File: src/rtl/branch_resolver_pkg.sv
// ============================================================================
// branch_resolver_pkg : shared funct3 codes, FSM state and predictor update record
// Rev 1.0
// ============================================================================
`default_nettype none

package branch_resolver_pkg;

   localparam int BR_DATA_W = 32;

   localparam logic [2:0] BEQ  = 3'b000;
   localparam logic [2:0] BNE  = 3'b001;
   localparam logic [2:0] BLT  = 3'b100;
   localparam logic [2:0] BGE  = 3'b101;
   localparam logic [2:0] BLTU = 3'b110;
   localparam logic [2:0] BGEU = 3'b111;

   typedef enum logic [0:0] {
      IDLE   = 1'b0,
      SQUASH = 1'b1
   } br_state_t;

   typedef struct packed {
      logic [BR_DATA_W-1:0] pc;
      logic [BR_DATA_W-1:0] branch_pc;
      logic                 predict;
      logic                 branch;
      logic                 result;
   } bp_update_t;

endpackage

`default_nettype wire

File: src/rtl/branch_resolver_if.sv
// ============================================================================
// branch_resolver_if : EX-stage operands in, predictor update / redirect out
// Rev 1.0
// ============================================================================
`default_nettype none

interface branch_resolver_if #(
   parameter int DATA_W = 32
) ();
   logic              stall;
   logic              valid_in;
   logic              is_branch;
   logic              is_jalr;
   logic [2:0]        funct3;
   logic [DATA_W-1:0] pc;
   logic [DATA_W-1:0] imm;
   logic [DATA_W-1:0] op_a;
   logic [DATA_W-1:0] op_b;
   logic              predict_taken;
   logic [DATA_W-1:0] predict_target;

   logic [DATA_W-1:0] old_pc;
   logic [DATA_W-1:0] old_branch_pc;
   logic              old_predict;
   logic              old_branch;
   logic              branch_result;
   logic              redirect;
   logic [DATA_W-1:0] redirect_pc;
   logic              flush;
   logic [31:0]       stat_branches;
   logic [31:0]       stat_mispredicts;

   modport master (
      output stall, valid_in, is_branch, is_jalr, funct3, pc, imm, op_a, op_b,
             predict_taken, predict_target,
      input  old_pc, old_branch_pc, old_predict, old_branch, branch_result,
             redirect, redirect_pc, flush, stat_branches, stat_mispredicts
   );

   modport slave (
      input  stall, valid_in, is_branch, is_jalr, funct3, pc, imm, op_a, op_b,
             predict_taken, predict_target,
      output old_pc, old_branch_pc, old_predict, old_branch, branch_result,
             redirect, redirect_pc, flush, stat_branches, stat_mispredicts
   );
endinterface

`default_nettype wire

File: src/rtl/branch_cmp.sv
// ============================================================================
// branch_cmp : combinational B-type condition evaluation from funct3
// Rev 1.0
// ============================================================================
`default_nettype none

module branch_cmp
   import branch_resolver_pkg::*;
#(
   parameter int DATA_W = 32
) (
   input  logic [2:0]        funct3,
   input  logic [DATA_W-1:0] op_a,
   input  logic [DATA_W-1:0] op_b,
   output logic              taken
);
   always_comb begin
      taken = 1'b0;
      case (funct3)
         BEQ:     taken = (op_a == op_b);
         BNE:     taken = (op_a != op_b);
         BLT:     taken = ($signed(op_a) <  $signed(op_b));
         BGE:     taken = ($signed(op_a) >= $signed(op_b));
         BLTU:    taken = (op_a <  op_b);
         BGEU:    taken = (op_a >= op_b);
         default: taken = 1'b0;
      endcase
   end
endmodule

`default_nettype wire

File: src/rtl/branch_resolver.sv
// ============================================================================
// branch_resolver : EX-stage branch/JALR resolution, predictor update, redirect
// Optional statistics counters under BRANCH_STATS_EN.  Rev 1.0
// ============================================================================
`default_nettype none

module branch_resolver
   import branch_resolver_pkg::*;
#(
   parameter int DATA_W    = 32,
   parameter int FLUSH_CYC = 1
) (
   input  logic            clk,
   input  logic            rst,
   branch_resolver_if.slave bus
);
   localparam logic [1:0] FLUSH_LOAD = 2'(FLUSH_CYC);

   br_state_t         state, state_nx;
   logic [1:0]        cnt, cnt_nx;
   bp_update_t        rec;
   logic [DATA_W-1:0] redirect_pc_q;

   logic              squash, res, cmp_taken, taken, mispredict;
   logic [DATA_W-1:0] jalr_sum, target, next_pc;

   branch_cmp #(.DATA_W(DATA_W)) u_cmp (
      .funct3 (bus.funct3),
      .op_a   (bus.op_a),
      .op_b   (bus.op_b),
      .taken  (cmp_taken)
   );

   assign squash     = (state == SQUASH);
   assign res        = bus.valid_in & ~squash & (bus.is_branch | bus.is_jalr);
   assign jalr_sum   = bus.op_a + bus.imm;
   assign target     = bus.is_jalr ? {jalr_sum[DATA_W-1:1], 1'b0} : (bus.pc + bus.imm);
   assign taken      = bus.is_jalr | cmp_taken;
   assign next_pc    = taken ? target : (bus.pc + DATA_W'(4));
   // Compare the full next PC so wrong direction and wrong target look alike.
   assign mispredict = res & (next_pc != bus.predict_target);

   always_ff @(posedge clk) begin
      if (rst) begin
         state <= IDLE;
         cnt   <= 2'd0;
      end else begin
         state <= state_nx;
         cnt   <= cnt_nx;
      end
   end

   always_comb begin
      state_nx = state;
      cnt_nx   = cnt;
      if (!bus.stall) begin
         case (state)
            IDLE: begin
               if (mispredict) begin
                  state_nx = SQUASH;
                  cnt_nx   = FLUSH_LOAD;
               end
            end
            SQUASH: begin
               if (cnt <= 2'd1) begin
                  state_nx = IDLE;
                  cnt_nx   = 2'd0;
               end else begin
                  cnt_nx = cnt - 2'd1;
               end
            end
            default: begin
               state_nx = IDLE;
               cnt_nx   = 2'd0;
            end
         endcase
      end
   end

   always_ff @(posedge clk) begin
      if (rst) begin
         rec           <= '0;
         redirect_pc_q <= '0;
      end else if (!bus.stall) begin
         rec.branch <= res;
         if (res) begin
            rec.pc        <= bus.pc;
            rec.branch_pc <= target;
            rec.predict   <= bus.predict_taken;
            rec.result    <= taken;
         end
         if (mispredict) begin
            redirect_pc_q <= next_pc;
         end
      end
   end

   assign bus.old_pc        = rec.pc;
   assign bus.old_branch_pc = rec.branch_pc;
   assign bus.old_predict   = rec.predict;
   assign bus.old_branch    = rec.branch;
   assign bus.branch_result = rec.result;
   // Counter sits at its load value only during the first SQUASH cycle.
   assign bus.redirect      = squash & (cnt == FLUSH_LOAD);
   assign bus.redirect_pc   = redirect_pc_q;
   assign bus.flush         = squash;

`ifdef BRANCH_STATS_EN
   logic [31:0] stat_br, stat_mp;

   always_ff @(posedge clk) begin
      if (rst) begin
         stat_br <= 32'd0;
         stat_mp <= 32'd0;
      end else if (!bus.stall) begin
         if (res)        stat_br <= stat_br + 32'd1;
         if (mispredict) stat_mp <= stat_mp + 32'd1;
      end
   end

   assign bus.stat_branches    = stat_br;
   assign bus.stat_mispredicts = stat_mp;
`else
   assign bus.stat_branches    = 32'd0;
   assign bus.stat_mispredicts = 32'd0;
`endif

endmodule

`default_nettype wire

File: src/flat_wrapper.sv
// flat-port wrapper written by rule: the top's interface ports become plain ports
module branch_resolver_flat import branch_resolver_pkg::*;
#(
   parameter int DATA_W    = 32,
   parameter int FLUSH_CYC = 1
)
  (clk, rst, bus_stall, bus_valid_in, bus_is_branch, bus_is_jalr, bus_funct3, bus_pc, bus_imm, bus_op_a, bus_op_b, bus_predict_taken, bus_predict_target, bus_old_pc, bus_old_branch_pc, bus_old_predict, bus_old_branch, bus_branch_result, bus_redirect, bus_redirect_pc, bus_flush, bus_stat_branches, bus_stat_mispredicts);
  branch_resolver_if #(.DATA_W(DATA_W)) bus_i ();
  input  logic clk;
  input  logic rst;
  input wire logic [$bits(bus_i.stall)-1:0] bus_stall;
  input wire logic [$bits(bus_i.valid_in)-1:0] bus_valid_in;
  input wire logic [$bits(bus_i.is_branch)-1:0] bus_is_branch;
  input wire logic [$bits(bus_i.is_jalr)-1:0] bus_is_jalr;
  input wire logic [$bits(bus_i.funct3)-1:0] bus_funct3;
  input wire logic [$bits(bus_i.pc)-1:0] bus_pc;
  input wire logic [$bits(bus_i.imm)-1:0] bus_imm;
  input wire logic [$bits(bus_i.op_a)-1:0] bus_op_a;
  input wire logic [$bits(bus_i.op_b)-1:0] bus_op_b;
  input wire logic [$bits(bus_i.predict_taken)-1:0] bus_predict_taken;
  input wire logic [$bits(bus_i.predict_target)-1:0] bus_predict_target;
  output wire logic [$bits(bus_i.old_pc)-1:0] bus_old_pc;
  output wire logic [$bits(bus_i.old_branch_pc)-1:0] bus_old_branch_pc;
  output wire logic [$bits(bus_i.old_predict)-1:0] bus_old_predict;
  output wire logic [$bits(bus_i.old_branch)-1:0] bus_old_branch;
  output wire logic [$bits(bus_i.branch_result)-1:0] bus_branch_result;
  output wire logic [$bits(bus_i.redirect)-1:0] bus_redirect;
  output wire logic [$bits(bus_i.redirect_pc)-1:0] bus_redirect_pc;
  output wire logic [$bits(bus_i.flush)-1:0] bus_flush;
  output wire logic [$bits(bus_i.stat_branches)-1:0] bus_stat_branches;
  output wire logic [$bits(bus_i.stat_mispredicts)-1:0] bus_stat_mispredicts;
  assign bus_i.stall = bus_stall;
  assign bus_i.valid_in = bus_valid_in;
  assign bus_i.is_branch = bus_is_branch;
  assign bus_i.is_jalr = bus_is_jalr;
  assign bus_i.funct3 = bus_funct3;
  assign bus_i.pc = bus_pc;
  assign bus_i.imm = bus_imm;
  assign bus_i.op_a = bus_op_a;
  assign bus_i.op_b = bus_op_b;
  assign bus_i.predict_taken = bus_predict_taken;
  assign bus_i.predict_target = bus_predict_target;
  assign bus_old_pc = bus_i.old_pc;
  assign bus_old_branch_pc = bus_i.old_branch_pc;
  assign bus_old_predict = bus_i.old_predict;
  assign bus_old_branch = bus_i.old_branch;
  assign bus_branch_result = bus_i.branch_result;
  assign bus_redirect = bus_i.redirect;
  assign bus_redirect_pc = bus_i.redirect_pc;
  assign bus_flush = bus_i.flush;
  assign bus_stat_branches = bus_i.stat_branches;
  assign bus_stat_mispredicts = bus_i.stat_mispredicts;
  branch_resolver #(.DATA_W(DATA_W), .FLUSH_CYC(FLUSH_CYC)) u_core (.clk(clk), .rst(rst), .bus(bus_i));
endmodule
File: config.mk
export PLATFORM = sky130hd
export DESIGN_NAME = branch_resolver_flat
export DESIGN_NICKNAME = d
export VERILOG_FILES = /design/src/rtl/branch_resolver_pkg.sv /design/src/rtl/branch_resolver_if.sv /design/src/rtl/branch_cmp.sv /design/src/rtl/branch_resolver.sv /design/src/flat_wrapper.sv
export SDC_FILE = /design/constraint.sdc
export NUM_CORES = 1
export LEC_CHECK = 0
export CAP_MARGIN = 0
export CELL_PAD_IN_SITES_DETAIL_PLACEMENT = 0
export CELL_PAD_IN_SITES_GLOBAL_PLACEMENT = 1
export CORE_MARGIN = 2
export CORE_UTILIZATION = 37
export CTS_CLUSTER_DIAMETER = 30
export DETAILED_ROUTE_END_ITERATION = 10
export PLACE_DENSITY_LB_ADDON = 0.1
export SLEW_MARGIN = 15
export SYNTH_ARGS = -nofsm -noshare
export SYNTH_HDL_FRONTEND = slang
export SYNTH_SLANG_ARGS = --single-unit
export TNS_END_PERCENT = 10
File: constraint.sdc
create_clock -name clk -period 12.7 [get_ports clk]
set_clock_uncertainty 0.2 [all_clocks]
set_input_delay 2.54 -clock clk [delete_from_list [all_inputs] [get_ports clk]]
set_output_delay 2.54 -clock clk [all_outputs]
set_load 0.1 [all_outputs]
==> summary.txt, run 1 <==
Setup path
  • WP buf/inv: 2
  • Crit-path max FO: 32
  • Worst Path Arrival: 8.82 ns
  • Worst path required time: 12.74 ns
  • Crit-path cells: clkdlybuf4s50_1 -> ha_1 -> nand4_2 -> nor4_1 -> a311oi_1 -> a221oi_2 -> nor4_4 -> nor3_4 -> buf_4 -> mux2i_1 -> xor2_1 -> or4_1 -> nor4_2 -> and4_1 -> a21oi_1 -> a32o_1
  • Worst setup EP type: flip-flop
  • CP delay by family, top: simple AND/OR/NAND/NOR gates
  • Worst stage delay on the critical path: 0.98 ns
  • Crit start category: input pin
  • CP max stage cell: nor4_1
  • CP Class: input pin to flip-flop

Final layout
  • Most frequent cells in the layout: 268 x clkdlybuf4s50_1, 192 x nand2_1, 133 x a21oi_1, 116 x nor2_1, 102 x dfxtp_1
  • Layout cells sized above 1: 3.78%
  • Finished Layout Cells: 2144
  • Area growth syn-to-layout: 26.3%
  • Commonest non-fill, non-tap cell in the layout: clkdlybuf4s50_1
  • Post-route cell area: 14300 um2
  • # nets final: 2008
  • Util after Layout: 47.1%

Yosys
  • FFs w/ async S/R, synth: 0%
  • Synth Warn #: 0
  • Most common flop cell mapped by yosys: dfxtp_1
  • EDFF count, synth: 0
  • Synthesized flop and latch total: 102
  • Post-Syn Area: 11300 um2
  • Syn Inst Count: 1535
  • Yosys cell types: 83
  • Sequential fraction of the synthesis area: 18.0%
  • Syn Area/Cell: 7.37 um2

GRT
  • Total gr overflow: 0
  • First-pass GRT wire length: 66.0 mm
  • Total GRT Usage: 27.0%
  • Largest net degree at the start of global routing: 97
  • Initial antenna violation count: 4
  • Number of global-route vias before repair: 11352

CTS
  • Setup Fix Bufs, Post-CTS: 0
  • TritonCTS Buffers: 9
  • Max Root-Sink Buffers: 2
  • H-tree depth: 3
  • Number of hold buffers added after cts: 0
  • Post-CTS Resized: 0
  • Root buf cell: clkbuf_16
  • CTS tree: yes
  • CTS sink cnt: 102
  • Clk_lat worst skew: 0.34 ns
  • Reg clk slew, reported paths: 0.07 ns

Power and ir drop
  • Internal power: 722 uW
  • Seq pwr share: 24.9%
  • Leakage: 5.73 nW
  • Sw Pwr: 704 uW
  • Pwr/cell area: 99.7 nW/um2
  • Comb power frac: 56.1%
  • Peak supply drop: 0.0638 mV
  • Sw frac: 49.4%
  • Clk pwr share: 19.1%
  • Total power: 1.43 mW

Timing
  • Pins Over Slew Limit: 0
  • Final period util: 69.2%
  • Min Tclk post-route: 8.79 ns
  • WHS: 0.255 ns
  • Final Setup Violations: 0
  • RSZ-0062 raised after global routing: no
  • Hold Fails Final Rpt: 0
  • Slew @ Worst Pin: 1.18 ns
  • Worst Slack Setup Final: 3.91 ns
  • Worst slew margin: 20.3%
  • Total negative setup slack: 0 ns
  • Fmax: 0.114 GHz

Floorplanning
  • Core area: 30300 um2
  • Die area: 32000 um2
  • # IOs: 335
  • Die Wd: 179 um
  • Row count: 64
  • Initial Util: 37.3%
  • Die height: 179 um

Routing
  • Avg WL per Cell: 20.8 um
  • DRT iter0 DRCs: 947
  • Number of remaining DRC errors: 0
  • WL final: 44.5 mm
  • Drt pass-1 iters: 5
  • Routed vias: 12268
  • Via density: 5.72
  • Antenna Nets Post-Route: 0

Placed design
  • # port buffers: 270
  • Dpl hpwl: 35.4 mm
  • Setup slack at placement: 3.77 ns
  • Placed Instances: 2127
  • Final Wtd Congestion: 0.926
  • Post-DP Area: 14000 um2

Status
  • Status: complete, no violations

Flow run
  • Max-cap violations: 0

Hold path
  • Hold Path Class: flip-flop to flip-flop
==> synthesized netlist by cell type (all sizes together), types with 10 or more instances <==
cell type | instances | area [um2]
nand2 | 192 | 721
xnor2 | 42 | 368
o31ai | 13 | 116
nor2 | 116 | 435
dfxtp | 102 | 2040
nand3 | 55 | 275
or3 | 13 | 81.3
nand2b | 15 | 93.8
a31oi | 14 | 103
nor3 | 28 | 151
ha | 94 | 1180
or2 | 11 | 68.8
nand4 | 36 | 231
o311ai | 13 | 114
a21o | 29 | 218
nor2b | 12 | 75.1
a211oi | 39 | 293
a21oi | 134 | 674
o211ai | 15 | 113
and3 | 20 | 125
o21ai | 53 | 269
mux2i | 43 | 430
and2 | 10 | 62.6
a32o | 10 | 100
a2bb2oi | 12 | 105
buf | 73 | 549
o21a | 13 | 97.6
a211o | 10 | 87.6
and4 | 12 | 105
clkbuf | 76 | 285
xor2 | 43 | 377
inv | 60 | 225
==> cells by family after synthesis <==
| logic type | after synthesis | synth area share [%] |
|---|---|---|
| and+or+nand+nor | 548 | 23.5 |
| AOI/OAI and AO/OA | 444 | 27.2 |
| buffers and inverters | 209 | 9.36 |
| DFF | 102 | 18.0 |
| adders and majority gates | 96 | 10.7 |
| xor gates and xnor gates | 86 | 6.78 |
| muxes | 49 | 4.40 |
| other | 1 | 0.0331 |
==> worst paths after layout <==
| kind | from | cells after the start | slack [ns] | to |
|---|---|---|---|---|
| setup / recovery | bus_op_a[31] | 16 | 3.91 | u_core.bus.redirect_pc[4]$_SDFFE_PP0P_ |
| hold reg to reg | u_core.bus.old_branch_pc[0]$_SDFFE_PP0P_ | 2 | 0.26 | u_core.bus.old_branch_pc[0]$_SDFFE_PP0P_ |
| hold / removal | u_core.bus.old_branch_pc[0]$_SDFFE_PP0P_ | 2 | 0.26 | u_core.bus.old_branch_pc[0]$_SDFFE_PP0P_ |
| setup reg to reg | u_core.bus.flush$_SDFFE_PP0N_ | 5 | 10.22 | u_core.bus.redirect_pc[1]$_SDFFE_PP0P_ |
==> sequential cells by signal, indices dropped and copies added, names as in the netlist <==
register,cells
u_core.bus.redirect_pc,32
u_core.bus.flush,1
u_core.bus.branch_result,1
u_core.bus.old_pc,32
u_core.bus.old_predict,1
u_core.bus.old_branch,1
u_core.cnt,2
u_core.bus.old_branch_pc,32
==> worst reg2reg max path, stage by stage, from the launching register on <==
cell      delay (ns)
dfxtp_1         0.35
nor2_1          0.17
o211a_4         0.24
buf_4           0.78
o211ai_1        0.40
o211a_1         0.24
==> power groups by stage <==
stage          Combinational (mW)  Sequential (mW)  Clock, mW
2_1_floorplan               0.423            0.510          0
3_3_place_gp                0.791            0.362          0
3_5_place_dp                0.793            0.362          0
4_1_cts                     0.796            0.355      0.278
5_1_grt                     0.850            0.357      0.290
6_report                    0.799            0.354      0.272
==> area by class of cell <==
| class | count | area (um2) |
|---|---|---|
| diodes | 2 | 5.00 |
| clock buffers | 9 | 225 |
| clock inverters | 6 | 57.6 |
| fillers | 3133 | 16100 |
| inverters | 60 | 225 |
| multi-input cells | 1287 | 8460 |
| flip-flops and latches | 102 | 2040 |
| well taps | 396 | 495 |
| repair buffers | 282 | 2780 |
==> routing by layer <==
layer | track usage (%) | vias to the layer above | routed length [um]
met2 | 46.0 | 429 | 20900
met3 | 4.75 | 45 | 3000
li1 | - | 5939 | -
met4 | 5.83 | 2 | 894
met1 | 35.4 | 5853 | 19800
met5 | 0 | - | 16
No activity file was read; power rests on OpenSTA's default activity.
==> run 2: changes to the inputs <==
Settings changed: CORE_UTILIZATION 37 to 35.
Clock period 12.7 ns to 8.8 ns, I/O delays scaled along.
==> run 2 against run 1 <==
Utilization fell by 1.9 points; via count fell by 0.45%; sequential share of layout area fell by 0.054 points; total power rose by 46%; first-iteration DRC count fell by 0.63%; worst hold slack got worse by 0.0027 ns; register-to-register slack got worse by 4.2 ns; flip-flop and latch count did not move; setup slack got worse by 2.9 ns; sequential power rose by 45%; critical path depth did not move; critical endpoint is now u_core.bus.redirect_pc[0]$_SDFFE_PP0P_; largest power group unchanged; highest routed layer unchanged.
==> summary.txt, run 2 (synthesis results as in run 1) <==
Status
  • Status: complete, no violations

Floorplanning
  • Die area: 33800 um2
  • Row count: 65
  • Die height: 184 um
  • # IOs: 335
  • Initial Util: 35.7%
  • Die Wd: 184 um
  • Core area: 31700 um2

Timing
  • Min Tclk post-route: 7.78 ns
  • Fmax: 0.128 GHz
  • Hold Fails Final Rpt: 0
  • Pins Over Slew Limit: 0
  • RSZ-0062 raised after global routing: no
  • WHS: 0.252 ns
  • Slew @ Worst Pin: 1.11 ns
  • Final Setup Violations: 0
  • Worst slew margin: 25.6%
  • Total negative setup slack: 0 ns
  • Final period util: 88.5%

Routing
  • WL final: 45.7 mm
  • Drt pass-1 iters: 6
  • Avg WL per Cell: 21.2 um
  • Number of remaining DRC errors: 0
  • DRT iter0 DRCs: 941
  • Routed vias: 12213
  • Via density: 5.66
  • Antenna Nets Post-Route: 0

CTS
  • Max Root-Sink Buffers: 2
  • Setup Fix Bufs, Post-CTS: 0
  • CTS sink cnt: 102
  • Post-CTS Resized: 0
  • H-tree depth: 3
  • Reg clk slew, reported paths: 0.07 ns
  • CTS tree: yes
  • TritonCTS Buffers: 9
  • Root buf cell: clkbuf_16
  • Clk_lat worst skew: 0.36 ns
  • Number of hold buffers added after cts: 0

Power and ir drop
  • Sw Pwr: 1.01 mW
  • Sw frac: 48.4%
  • Clk pwr share: 19.8%
  • Peak supply drop: 0.107 mV
  • Comb power frac: 55.6%
  • Leakage: 5.74 nW
  • Internal power: 1.07 mW
  • Seq pwr share: 24.6%
  • Pwr/cell area: 145 nW/um2

Setup path
  • Crit-path max FO: 32
  • Worst setup EP type: flip-flop
  • Worst Path Arrival: 7.88 ns
  • CP Class: input pin to flip-flop
  • Worst path required time: 8.90 ns
  • Crit start category: input pin

Placed design
  • Final Wtd Congestion: 0.948
  • Dpl hpwl: 36.5 mm
  • # port buffers: 270

GRT
  • First-pass GRT wire length: 68.1 mm
  • Total GRT Usage: 26.4%
  • Initial antenna violation count: 7
  • Total gr overflow: 0
  • Number of global-route vias before repair: 11485
  • Largest net degree at the start of global routing: 62

Final layout
  • Area growth syn-to-layout: 26.8%
  • Commonest non-fill, non-tap cell in the layout: clkdlybuf4s50_1
  • Most frequent cells in the layout: 268 x clkdlybuf4s50_1, 192 x nand2_1, 133 x a21oi_1, 116 x nor2_1, 102 x dfxtp_1
  • Layout cells sized above 1: 3.89%
  • # nets final: 2012

Hold path
  • Hold Path Class: flip-flop to flip-flop

Flow run
  • Max-cap violations: 0
## run 2: changes by cell type in the layout (fill, tap and decap cells not counted), sizes merged
cell	previous run	this run
buf	14	18
clkinv	4	0
clkbuf	9	12
diode	2	5
clkinvlp	0	2
inv	62	60
bufinv	0	1
## run 2: final timing paths
kind / start / endpoint / slack [ns] / cells past startpoint
max reg2reg: u_core.bus.flush$_SDFFE_PP0N_ / u_core.bus.redirect_pc[0]$_SDFFE_PP0P_ / 6.06 / 5
min reg2reg: u_core.bus.old_branch_pc[1]$_SDFFE_PP0P_ / u_core.bus.old_branch_pc[1]$_SDFFE_PP0P_ / 0.25 / 2
min: u_core.bus.old_branch_pc[1]$_SDFFE_PP0P_ / u_core.bus.old_branch_pc[1]$_SDFFE_PP0P_ / 0.25 / 2
max: bus_op_a[31] / u_core.bus.redirect_pc[0]$_SDFFE_PP0P_ / 1.02 / 16
## run 2: metrics by stage
step / power, mW / setup slack [ns] / cells / instance area, um2 / util (%)
after floorplan: 1.35 / 3.01 / 1598 / 11600 / -
after global placement: 1.67 / 0.833 / 2137 / 14000 / 44.3
after detailed placement: 1.67 / 0.776 / 2137 / 14000 / 44.3
after CTS: 2.08 / 1.15 / 2152 / 14300 / 45.2
after global routing: 2.18 / 0.788 / 2154 / 14300 / 45.2
final: 2.08 / 1.02 / 2157 / 14400 / 45.2
## run 2: worst max-delay path, cell delays in order
cell	delay (ns)
clkdlybuf4s50_1	0.50
ha_1	0.48
nand4_2	0.17
nor4_1	0.92
a311oi_1	0.25
a221oi_2	0.43
nor4_4	0.14
nor3_4	0.63
mux2i_1	0.42
xor2_1	0.15
or4_1	0.54
nor4_2	0.30
nand4_1	0.12
buf_4	0.26
o21ai_1	0.53
a32o_1	0.26
## run 2: layout make-up
cell class              count  area [um2]
well taps                 402         503
inverters                  60         225
fillers                  3261       17400
clock inverters             3        45.0
diodes                      5        12.5
clock buffers              12         246
flip-flops and latches    102        2040
multi-input cells        1287        8460
repair buffers            286        2810
## run 2: routing by layer
layer / GRT usage (%) / part of all wire [%]
met4: 6.56 / 2.1
met1: 33.9 / 43
met2: 45.3 / 47
met5: 0 / 0.055
met3: 5.35 / 7.1
## run 2: power by group through the flow
stage | combinational (mW) | sequential, mW | clock, mW
CTS | 1.15 | 0.512 | 0.421
detailed placement | 1.15 | 0.523 | 0
global placement | 1.15 | 0.522 | 0
global route | 1.23 | 0.515 | 0.439
finish | 1.16 | 0.512 | 0.411
floorplan | 0.611 | 0.736 | 0
